`src/rtl/digdug_arb_pkg.sv`:
```
// rtl/digdug_arb_pkg.sv - shared types and constants for the DigDug I/O bus arbiter
package digdug_arb_pkg;

  typedef enum logic [1:0] {
    IDLE   = 2'd0,
    STROBE = 2'd1,
    WAIT   = 2'd2,
    DONE   = 2'd3
  } arb_state_t;

  localparam int         NREQ      = 3;
  localparam logic [1:0] MAIN      = 2'd0;
  localparam logic [1:0] SUB       = 2'd1;
  localparam logic [1:0] SOUND     = 2'd2;
  localparam logic [7:0] RDATA_RST = 8'hFF;

  // Requester index to its one-hot ACK/GNT position.
  function automatic logic [NREQ-1:0] idx_onehot(input logic [1:0] idx);
    return 3'b001 << idx;
  endfunction

  // Next requester index, wrapping 2 -> 0.
  function automatic logic [1:0] next_idx(input logic [1:0] idx);
    return (idx == SOUND) ? MAIN : idx + 2'd1;
  endfunction

endpackage

```
`src/rtl/digdug_rr_pick3.sv`:
```
// rtl/digdug_rr_pick3.sv - combinational winner pick; DIGDUG_ARB_MAIN_PRIO_EN selects main-priority mode
module digdug_rr_pick3
  import digdug_arb_pkg::*;
(
  input  logic [NREQ-1:0] elig,
  input  logic [1:0]      last,
  output logic [1:0]      win,
  output logic            win_vld
);

`ifdef DIGDUG_ARB_MAIN_PRIO_EN
  // Main always wins when eligible; sub and sound alternate based on which went last.
  always_comb begin
    win     = MAIN;
    win_vld = |elig;
    if (elig[MAIN]) begin
      win = MAIN;
    end else if (last == SUB) begin
      win = elig[SOUND] ? SOUND : SUB;
    end else begin
      win = elig[SUB] ? SUB : SOUND;
    end
  end
`else
  logic [1:0] c1, c2, c3;

  // Search order starts one past the previous winner so every requester gets a turn.
  always_comb begin
    c1      = next_idx(last);
    c2      = next_idx(c1);
    c3      = next_idx(c2);
    win     = MAIN;
    win_vld = |elig;
    if (elig[c1]) begin
      win = c1;
    end else if (elig[c2]) begin
      win = c2;
    end else if (elig[c3]) begin
      win = c3;
    end
  end
`endif

endmodule

```
`src/rtl/digdug_bus_arbiter.sv`:
```
// rtl/digdug_bus_arbiter.sv - main/sub/sound CPU arbiter for the DigDug I/O bus (option: DIGDUG_ARB_MAIN_PRIO_EN)
module digdug_bus_arbiter
  import digdug_arb_pkg::*;
#(
  parameter int WAIT_CYCLES = 1
) (
  input  logic        clkdiv,
  input  logic        RESET,
  input  logic [2:0]  REQ,
  input  logic [2:0]  REQWR,
  input  logic [47:0] REQAD,
  input  logic [23:0] REQDI,
  input  logic [2:0]  RSTS,
  output logic [2:0]  ACK,
  output logic [7:0]  RDATA,
  output logic [2:0]  GNT,
  output logic [15:0] AD,
  output logic        WR,
  output logic        RD,
  output logic [7:0]  DI,
  input  logic [7:0]  DO,
  input  logic        DV
);

  localparam logic [2:0] WAIT_LAST = 3'(WAIT_CYCLES - 1);

  arb_state_t  state, state_nx;
  logic [1:0]  win_q;
  logic [1:0]  last_q;
  logic        wr_q;
  logic [15:0] ad_q;
  logic [7:0]  di_q;
  logic [7:0]  rdata_q;
  logic [2:0]  cnt_q;

  logic [NREQ-1:0] elig;
  logic [1:0]      pick;
  logic            pick_vld;
  logic [15:0]     sel_ad;
  logic [7:0]      sel_di;
  logic            sel_wr;

  // CPUs held in reset by the control latch drop out of arbitration.
  assign elig = REQ & ~RSTS;

  digdug_rr_pick3 u_pick (
    .elig    (elig),
    .last    (last_q),
    .win     (pick),
    .win_vld (pick_vld)
  );

  // Route the winner's request fields toward the capture registers.
  always_comb begin
    sel_ad = REQAD[15:0];
    sel_di = REQDI[7:0];
    sel_wr = REQWR[0];
    case (pick)
      SUB: begin
        sel_ad = REQAD[31:16];
        sel_di = REQDI[15:8];
        sel_wr = REQWR[1];
      end
      SOUND: begin
        sel_ad = REQAD[47:32];
        sel_di = REQDI[23:16];
        sel_wr = REQWR[2];
      end
      default: ;
    endcase
  end

  // State register.
  always_ff @(posedge clkdiv or posedge RESET) begin
    if (RESET) begin
      state <= IDLE;
    end else begin
      state <= state_nx;
    end
  end

  // Next-state: one strobe cycle, WAIT_CYCLES of wait, one ACK cycle, then back to IDLE.
  always_comb begin
    state_nx = state;
    case (state)
      IDLE:    if (pick_vld) state_nx = STROBE;
      STROBE:  state_nx = WAIT;
      WAIT:    if (cnt_q == WAIT_LAST) state_nx = DONE;
      DONE:    state_nx = IDLE;
      default: state_nx = IDLE;
    endcase
  end

  // Transaction capture, wait counter, read-data capture and round-robin history.
  always_ff @(posedge clkdiv or posedge RESET) begin
    if (RESET) begin
      win_q   <= MAIN;
      last_q  <= SOUND;
      wr_q    <= 1'b0;
      ad_q    <= 16'h0000;
      di_q    <= 8'h00;
      rdata_q <= RDATA_RST;
      cnt_q   <= 3'd0;
    end else begin
      if (state == IDLE && pick_vld) begin
        win_q <= pick;
        wr_q  <= sel_wr;
        ad_q  <= sel_ad;
        di_q  <= sel_di;
      end
      if (state == STROBE) begin
        cnt_q <= 3'd0;
      end else if (state == WAIT) begin
        cnt_q <= cnt_q + 3'd1;
      end
      // Capture on the edge into DONE so RDATA is already valid alongside ACK.
      if (state == WAIT && state_nx == DONE && !wr_q) begin
        rdata_q <= DV ? DO : RDATA_RST;
      end
      if (state == DONE) begin
`ifdef DIGDUG_ARB_MAIN_PRIO_EN
        if (win_q != MAIN) last_q <= win_q;
`else
        last_q <= win_q;
`endif
      end
    end
  end

  // Bus and handshake outputs decode from state, so a reset clears them immediately.
  always_comb begin
    AD    = ad_q;
    DI    = di_q;
    RDATA = rdata_q;
    WR    = (state == STROBE) && wr_q;
    RD    = ((state == STROBE) || (state == WAIT)) && !wr_q;
    GNT   = (state != IDLE) ? idx_onehot(win_q) : 3'b000;
    ACK   = (state == DONE) ? idx_onehot(win_q) : 3'b000;
  end

endmodule

```
`config.mk`:
```
export PLATFORM = sky130hd
export DESIGN_NAME = digdug_bus_arbiter
export DESIGN_NICKNAME = d
export VERILOG_FILES = /design/src/rtl/digdug_arb_pkg.sv /design/src/rtl/digdug_rr_pick3.sv /design/src/rtl/digdug_bus_arbiter.sv
export SDC_FILE = /design/constraint.sdc
export NUM_CORES = 1
export LEC_CHECK = 0
export CELL_PAD_IN_SITES_DETAIL_PLACEMENT = 2
export CELL_PAD_IN_SITES_GLOBAL_PLACEMENT = 2
export CORE_MARGIN = 8
export CORE_UTILIZATION = 23
export CTS_BUF_LIST = sky130_fd_sc_hd__clkbuf_2
export DETAILED_ROUTE_END_ITERATION = 7
export PLACE_DENSITY_LB_ADDON = 0.1
export SYNTH_ARGS = -nofsm -noshare
export SYNTH_HDL_FRONTEND = slang
export SYNTH_SLANG_ARGS = --single-unit
export TNS_END_PERCENT = 50
```
`constraint.sdc`:
```
create_clock -name clkdiv -period 4.6 [get_ports clkdiv]
set_clock_uncertainty 0.15 [all_clocks]
set_input_delay 1.38 -clock clkdiv [delete_from_list [all_inputs] [get_ports clkdiv]]
set_output_delay 1.38 -clock clkdiv [all_outputs]
set_load 0.02 [all_outputs]
```
==> results of run 1 <==
cell families after synthesis:
family / count (synthesis)
compound gates: 88
simple gates: 83
flops: 42
buf+inv: 26
mux: 10
fa+ha+maj: 8
path summary, 6_finish.rpt:
check / endpoint / cells after the start / start
worst max-delay path: RD / 4 / state[0]
worst min-delay path: DI[4] / 2 / DI[4]
worst max register to register: DI[4] / 8 / last_q[1]
worst min register to register: DI[4] / 2 / DI[4]
max in group asynchronous: DI[3] / 2 / RESET
min in group asynchronous: AD[2] / 2 / RESET
metrics by stage:
stage | std cells | area [µm²] | utilization | hold WS (ps) | setup WS, ps
after floorplan | 257 | 2290 | - | 308 | 1550
after global placement | 507 | 3720 | 0.382 | 310 | 626
after detailed placement | 507 | 3720 | 0.382 | 324 | 602
after CTS | 515 | 3760 | 0.386 | 371 | 739
after global routing | 515 | 3760 | 0.386 | 399 | 617
final | 515 | 3760 | 0.386 | 361 | 809
sequential cells by signal (all words and copies together), names as in the netlist:
signal / flops
RDATA: 8
AD: 16
win_q: 2
wr_q: 1
state: 2
last_q: 2
cnt_q: 3
DI: 8
Yosys cell counts, drive strengths merged:
cell / number / area, µm²
dfstp: 9 / 236
buf: 6 / 35.0
nor3b: 5 / 37.5
a31o: 1 / 8.76
dfrtp: 33 / 826
a22oi: 25 / 188
clkbuf: 12 / 45.0
nand3b: 1 / 7.51
a21o: 1 / 7.51
o22ai: 1 / 6.26
mux2: 10 / 113
or2: 1 / 6.26
a21oi: 26 / 141
nand2b: 11 / 68.8
nor2b: 1 / 6.26
a211o: 1 / 8.76
and2: 1 / 6.26
o21ai: 33 / 165
nand2: 32 / 120
ha: 8 / 100
inv: 8 / 30.0
and3b: 2 / 17.5
nor3: 1 / 5.00
nor2: 28 / 105
layout make-up:
class / instances / area share
clock inverter: 3 / 0.00433
multi-input combinational: 189 / 0.298
sequential: 42 / 0.283
inverter: 8 / 0.00799
clock buffer: 5 / 0.00666
tap: 133 / 0.0443
timing repair buffer: 135 / 0.357
critical path, stage by stage, from the launching register on:
cell	delay [ps]
dfrtp_1	500
inv_1	90
ha_1	430
nor2b_1	210
clkdlybuf4s50_1	630
where the power goes:
group | switching, W | internal, W
Clock | 0.000127 | 0.0000347
Combinational | 0.000580 | 0.000525
Sequential | 0.000106 | 0.000562
metal layers:
layer	up-vias	track usage	share of wire
li1	1139	-	-
met2	71	0.233	0.53
met5	-	0	0
met4	0	0.0311	0.0097
met1	1138	0.129	0.38
met3	6	0.0542	0.088
==> results.txt, run 1 <==
- After synthesis the netlist holds a flip-flop and latch count of 42.
* # nets final: 481
- Number of inserted filler cells in the final layout: 1078
- For this run, the top clock speed supported by timing is 264 MHz.
* HPWL Detailed: 6770 µm
- For the worst setup path, the data arrival time is 2260 ps.
- Placeable core region: 0.00973 mm²
- In the final layout, the share of cells above drive strength 1 is 0.0890.
* Port-buffer cells: 131
- Clock insertion delay at the later pin of the skew report: 400 ps
* Overall track demand over capacity in global routing: 0.127
- Total area of sequential cells: 0.00106 mm²
- Final estimated routing congestion in global placement: 0.698
- Final hold vios: 0
* Setup repair after global routing missed its margin: no
- For this design, the CTS-stage hold fixing added 0 buffers.
- In the routed layout, each cell is associated on average with a via count of 4.57.
- Least-Margin Pin Slew: 1020 ps
- Overall power consumption after layout is estimated at 0.00193 W.
* Adder-cell share of the synthesized area: 0.0437
- The die is 116 µm wide.
* Top-level port count: 132
- The tree built by TritonCTS fans out to 42 sinks.
* Number of buffers created by CTS: 5
- Pre-Repair DR Iteration Count: 4
- Average cell area after synthesis: 8.91 µm²
- Total Die Area: 0.0134 mm²
* Largest family of logic cells by synthesized area: compound AO/OA/AOI/OAI gates
- The final-report max-slew violation count was 0.
* Classification of the worst setup path: flip-flop to output port
- Of the total synthesized cell area, the portion taken by XOR and XNOR cells is 0.
* Post-synthesis instance total: 257
- Of the total synthesized cell area, the portion taken by AND, OR, NAND and NOR gates is 0.166.
- Routed Antenna Nets: 0
* Number of antenna repair diodes: 0
* Power per cell area: 514 mW/mm²
* Cell at the root of the clock tree: clkbuf_2
- The share of the Yosys chip area taken by registers is 0.464.
* Clock transition at the registers of the reported paths: 220 ps
* Total routed wirelength: 8450 µm
- Total negative slack: 0 ps
* Remaining global-route overflow: 0
- Final setup violation count: 0
- The library cell used most frequently in the layout, excluding fill and tap cells, is clkdlybuf4s50_1.
- Minimum clock period after layout: 3790 ps
- The H-tree was split into 2 levels.
- The initial antenna violation count was 0.
- Yosys printed 0 warnings.
* Post-synthesis compound-gate area fraction: 0.229
- The min-delay analysis places its worst path in the category flip-flop to flip-flop.
* Total nets after synthesis: 357
* Buffers inserted by post-CTS timing repair: 0
- The die is 116 µm tall.
* Number of remaining DRC errors: 0
- STA puts the critical path data required time at 3070 ps.
* P_leak: 1.50 nW
* Setup slack, reg-to-reg: 2070 ps
- Starting Density: 0.235
* Clk buf depth: 2
- The routed layout has 2354 vias.
- Of the available clock period, the critical path in the final layout requires 0.824.
- The number of gates resized after CTS was 0.
- Number of rows in the core area: 36
* Synth-to-Final Area Change: 64.1%
- In the final routed layout, each cell accounts on average for 16.4 µm.
* Number of unique standard cell types used by synthesis: 27
- Initial DRC Count: 38
- Maximum number of pins on one net before global-route repair: 43
- The worst setup path is launched from a flip-flop.
- CP Max Fanout: 8
* Number of global-route vias before repair: 2690
- Measured against the total synthesized area, the mux share comes to 0.0492.
- Run status: complete, no violations
- Reported max-cap violation count: 0
* Rel. slew slack: 0.320
* Highest ir drop seen on vdd: 172 µV
* Most frequent cells in the layout: clkdlybuf4s50_1 (131), dfrtp_1 (33), o21ai_0 (33)
- TritonCTS built the clock tree.
- Area of the multi-input gates: 0.00112 mm²
- STA classifies the critical path endpoint as an output port.
- Global-route wire length before repair: 13400 µm
* Cell area after technology mapping: 0.00229 mm²
Power figures use the tool's default switching activity.
==> run 2: changes to the inputs <==
CORE_UTILIZATION = 21   (was 23)
clock period = 3.8 ns   (was 4.6 ns; I/O delays follow)
==> run 2 against run 1 <==
Against the previous run:
- sequential share of layout area fell by 0.29 points
- critical path depth did not move
- non-clock buffer count rose by 1
- first-iteration DRC count rose by 71%
- count of clock-buffer cells in the layout did not move
- worst setup slack got worse by 500 ps
- flip-flop and latch count did not move
- critical endpoint unchanged
- register-to-register slack got worse by 750 ps
- highest routed layer unchanged
- combinational power rose by 22%
- cell area rose by 1.2%
- critical path type unchanged
- die area rose by 8.2%
==> results.txt, run 2 (synthesized netlist as in run 1, its figures left out) <==
* Sink count of the clock tree: 42 (unchanged)
- The cell row count was 38 (+5.6%).
- The placed wire-length estimate came to 6870 µm (+1.4%).
- Crit Reg-Reg Startpoint: last_q[0]
- Least-Margin Pin Slew: 872 ps (-148 ps)
- Post-cts gate resize count: 0 (unchanged)
- Rel. slew slack: 0.418 (+0.0986)
* Run status: complete, no violations
* Most used routing layer in global routing: met2
- The number of nets with antenna violations after detailed routing came to 0 (unchanged).
- The chip height is 120 µm (+4.0%).
- Number of antenna repair diodes: 0 (unchanged)
- Final setup violation count: 0 (unchanged)
* Maximum number of pins on one net before global-route repair: 55 (+28%)
- Wire per inst: 17.1 µm (+4.1%)
- Setup repair after global routing missed its margin: no
* Count of vias placed by the detailed router: 2346 (-0.34%)
- The worst hold path terminates at AD[14].
- The max-cap violation count was 0 (unchanged).
* Total routed wirelength: 8930 µm (+5.7%)
- Placeable core region: 0.0107 mm² (+10%)
* Leading cell type in the layout, fill and taps excluded: clkdlybuf4s50_1
- The length of the first detailed-routing pass in iterations is 3 (-1).
- Met2 usage in global routing: 0.206 (-0.0272)
* Peak clock frequency supported by timing: 287 MHz
- The count of routing violations after the opening detailed-route iteration is 65 (+71%).
- The number of CTS-inserted buffers came to 5 (unchanged).
- The count of buffers added by post-CTS timing repair for setup came to 0 (unchanged).
* Category of the worst setup path launch point: flip-flop
* P_leak: 1.52 nW (+1.3%)
* Final hold vios: 0 (unchanged)
- The via count of the first global-routing pass is 2694 (+0.15%).
* Global-route wire length before repair: 14600 µm (+9.4%)
* Crit path required time: 2510 ps (-560 ps)
- Port-buffer cells: 131 (unchanged)
* Clock insertion delay at the later pin of the skew report: 400 ps (about the same)
- Most frequent cells in the layout: clkdlybuf4s50_1 (131), o21ai_0 (33), dfrtp_1 (32), nand2_1 (32), nor2_1 (28)
- The depth of the CTS H-tree came to 2 (unchanged).
* Startpoint of the lowest-slack hold path: AD[14]
- Synth-to-Final Area Change: 66.0%
- In the finished design, the share of the clock period the worst path needs comes to 0.918.
- The initial standard-cell utilization of the core is 0.213 (-0.0223).
- Clk buf depth: 2 (unchanged)
- The worst hold path belongs to the class flip-flop to flip-flop.
- # nets final: 482 (+0.21%)
* Minimum clock period after layout: 3490 ps
- Number of remaining DRC errors: 0 (unchanged)
* Summed area of non-filler cells in the final layout: 0.00380 mm² (+1.2%)
- The worst reg-to-reg setup slack was 1320 ps (-750 ps).
- Worst r2r path cells: 6 (-2)
- The clock edge transition at the registers on the reported setup and hold paths was 240 ps (+20 ps).
* Cell Area, Placed: 0.00374 mm² (+0.50%)
* Crit path arrival time: 2200 ps (-60 ps)
- The flip-flop count of the largest register after layout is 16 (unchanged).
- CP Max Fanout: 8 (unchanged)
- In this run the critical register-to-register path is captured at AD[3].
- Power per cell area: 637 mW/mm² (+24%)
- The I/O pin count came to 132 (unchanged).
* Final instance count without filler cells: 523 (+1.6%)
- The final-report max-slew violation count was 0 (unchanged).
- Classification of the worst setup path: flip-flop to output port
* Final estimated routing congestion in global placement: 0.727 (+4.1%)
* Cell at the root of the clock tree: clkbuf_2
- Total negative slack: 0 ps (unchanged)
- The global routing met1 resource utilization is 0.142 (+0.0130).
- Avg Vias per Cell: 4.49 (-1.9%)
- Hold-critical path depth: 2 (unchanged)
- CP Capture Type: output port
- The x dimension of the die is 120 µm (+4.0%).
* Overall track demand over capacity in global routing: 0.125 (-0.00173)
- The initial antenna violation count came to 0 (unchanged).
* Fraction of final layout cells sized beyond drive strength 1: 0.0992 (+0.0102)
- Quantity of hold-fixing buffers added after cts: 0 (unchanged)
- TritonCTS built the clock tree.
- Met3 demand-to-capacity share in global routing: 0.0648 (+0.0106)
- Remaining global-route overflow: 0 (unchanged)
* Post-placement cell count: 515 (+1.6%)
- The area of the die is 0.0145 mm² (+8.2%).
- Highest ir drop seen on vdd: 230 µV (+34%)
- The post-layout utilization of the core is 0.354 (-0.0325).
==> run 2: worst max path at each step <==
stage / from / endpoint / slack (ps) / cells after the start
floorplan: RSTS[1] / AD[3] / 990 / 11
global placement: RSTS[1] / DI[2] / 160 / 9
detailed placement: RSTS[1] / DI[0] / 40 / 9
CTS: state[0] / RD / 150 / 4
global route: state[0] / RD / 70 / 4
finish: state[0] / RD / 310 / 4
==> run 2: power breakdown <==
part	internal (W)	switching, W	total (W)
combinational	0.000635	0.000704	0.00134
clock	0.000109	0.000162	0.000271
sequential	0.000681	0.000131	0.000813
==> run 2: critical path, cell delays in order (launching register included) <==
cell,delay (ps)
dfrtp_2,470
inv_1,80
ha_1,410
nor2b_1,220
clkdlybuf4s50_1,630
==> run 2: cell type report <==
type | instances | area (µm²)
clock inverter | 3 | 40.0
multi-input combinational | 189 | 1120
inverter | 8 | 30.0
clock buffer | 5 | 25.0
tap | 140 | 175
sequential | 42 | 1060
fill | 1234 | 6940
timing repair buffer | 136 | 1350
==> run 2: metal layers <==
metal	wire, µm	vias to the layer above
met5	0	-
met4	68	0
met3	1040	6
met2	4140	78
met1	3690	1126
li1	-	1136
==> run 2: stage by stage <==
| step | total power (W) | hold WS (ps) | setup slack, ps |
|---|---|---|---|
| finish | 0.00242 | 364 | 310 |
| CTS | 0.00249 | 375 | 151 |
| global route | 0.00265 | 406 | 67.1 |
| global placement | 0.00216 | 310 | 156 |
| floorplan | 0.00154 | 308 | 992 |
| detailed placement | 0.00220 | 324 | 43.8 |
==> RTL edit: new RTL, flow settings as in run 2 <==
Add a define of `DIGDUG_ARB_MAIN_PRIO_EN`.
--- a/src/rtl/digdug_rr_pick3.sv
+++ b/src/rtl/digdug_rr_pick3.sv
@@ -1,2 +1,4 @@
 // rtl/digdug_rr_pick3.sv - combinational winner pick; DIGDUG_ARB_MAIN_PRIO_EN selects main-priority mode
+`define DIGDUG_ARB_MAIN_PRIO_EN
+
 module digdug_rr_pick3
Formal check against the unedited RTL: not equivalent (Yosys sat finds a counterexample within 10 cycles, from zero or initial values and one cycle with RESET high).
==> RTL edit against run 2 <==
  * Register-to-register slack better by 120 ps
  * Hold slack worse by 29 ps
  * Worst setup slack worse by 120 ps
  * First-iteration DRC count down 3.1%
  * Power up 9.7%
  * Critical path depth unchanged
  * Die area down 0.33%
  * Sequential share of layout area down 0.30 points
  * Routed wire length up 5.8%
  * Final area up 0.95%
  * Area after synthesis down 0.38%
  * Non-clock buffer count up 5
  * Sequential cell count unchanged
==> RTL edit: results (changes against run 2) <==
1st-iter DRT viols 63 (was 65); top_reg_cell synth dfrtp_1 (unchanged); Leak 1.51 nW (was 1.52 nW); sequential element share of the synthesized area 46.5% (was 46.4%); Synth cell types 31 (was 27); cts bufs inserted 5 (unchanged); First-pass DRT Iterations 4 (was 3); Clk pin slew, worst setup/hold paths 250 ps; outcome finished clean (unchanged); Worst Setup SP state[0]$_DFF_PP0_ (unchanged); r2r setup slk 1440 ps (was 1320 ps); Tightest Pin Transition 677 ps (was 872 ps); Async SR Flop Fraction 100% (unchanged); layout cell share with drive strength beyond 1 10.7% (was 9.92%); final worst-path cycle share 95.1% (was 91.8%); Worst Path Max Fanout 8 (unchanged); # port buffers 131 (unchanged); hold path start last_q[1]$_DFFE_PP1P_ (was AD[14]$_DFFE_PP0P_); Min-Delay Path Class reg -> reg (unchanged); worst r2r dst RDATA[4]$_DFFE_PP1P_ (was AD[3]$_DFFE_PP0P_); Slowest-stage cell, CP clkdlybuf4s50_1 (unchanged); Area contributors post-synth dfrtp_1, dfstp_2, a31oi_1 (was dfrtp_1, dfstp_2, a22oi_1); largest vdd supply drop 221 uV (was 230 uV); global-route wire length before repair 15200 um (was 14600 um); Post-Layout Cell Count 513 (was 523); top cells by count, synth a31oi_1, dfrtp_1, nor2_1 (was dfrtp_1, o21ai_0, nand2_1); Worst EP arrival 2320 ps (was 2200 ps); via density per instance 4.75 (was 4.49); fin nets 470 (was 482); vias in the first global route 2799 (was 2694); Final HPWL DP 7130 um (was 6870 um); Detailed Route WL 9450 um (was 8930 um); CP Capture Point RD (unchanged); # resized after CTS 0 (unchanged); syn_area_per_cell 9.43 um2 (was 8.91 um2); Placed Area 0.00377 mm2 (was 0.00374 mm2); post-CTS setup buffers 0 (unchanged); R2R cell count 5 (was 6); global route overflow 0 (unchanged); Synth Net Count 340 (was 357); fillers 1200 (was 1234); dpl ws 479 ps (was 43.8 ps); routability cong. 0.666 (was 0.727); gr usage total 13.2% (was 12.5%); ant diodes 0 (unchanged); pin count of the biggest net entering global routing 36 (was 55); Largest stage delay, worst path 650 ps (was 630 ps)
## RTL edit: cell type report
type | count | area [um2] | share of cell area (%)
Tap cell | 140 | 175 | 4.56
Multi-Input combinational cell | 177 | 1130 | 29.4
Sequential cell | 42 | 1060 | 27.7
Clock inverter | 3 | 45.0 | 1.17
Timing Repair Buffer | 141 | 1390 | 36.1
Inverter | 5 | 18.8 | 0.489
Clock buffer | 5 | 25.0 | 0.652
## RTL edit: worst min path at each step
stage	to	slack, ps	depth (start not counted)
after floorplan	last_q[1]$_DFFE_PP1P_	290	2
after global placement	last_q[1]$_DFFE_PP1P_	310	2
after detailed placement	last_q[1]$_DFFE_PP1P_	310	2
after CTS	last_q[1]$_DFFE_PP1P_	340	2
after global routing	last_q[1]$_DFFE_PP1P_	360	2
final	last_q[1]$_DFFE_PP1P_	330	2
## RTL edit: layer usage
metal	wire length [um]	part of all wire, %	vias to the layer above	track usage [%]
met2	4740	50	80	23.1
li1	-	-	1136	-
met5	0	0	-	0
met1	3940	42	1215	15.5
met3	697	7.4	5	4.34
met4	73	0.77	0	2.58
## RTL edit: logic make-up after synthesis
logic type                 Yosys count  synth area share [%]
and+or+nand+nor                     85                  18.3
AOI/OAI and AO/OA                   78                  22.1
DFF                                 42                  46.5
buffers and inverters               23                  4.44
muxes                                8                  5.26
adders and majority gates            6                  3.29
## RTL edit: worst max-delay path: cells and delay by family, from the launching register on
family,cells,cell delay (ps)
adder cells (fa/ha/maj),1,420
buffers and inverters,2,740
flip-flops,1,500
AND/OR/NAND/NOR,1,250
## RTL edit: where the power goes
part           leakage (nW)  internal [mW]  switching, mW
Combinational          1.00          0.745          0.797
Sequential            0.473          0.698          0.141
Clock                0.0352          0.110          0.166
Total                  1.51           1.55           1.10
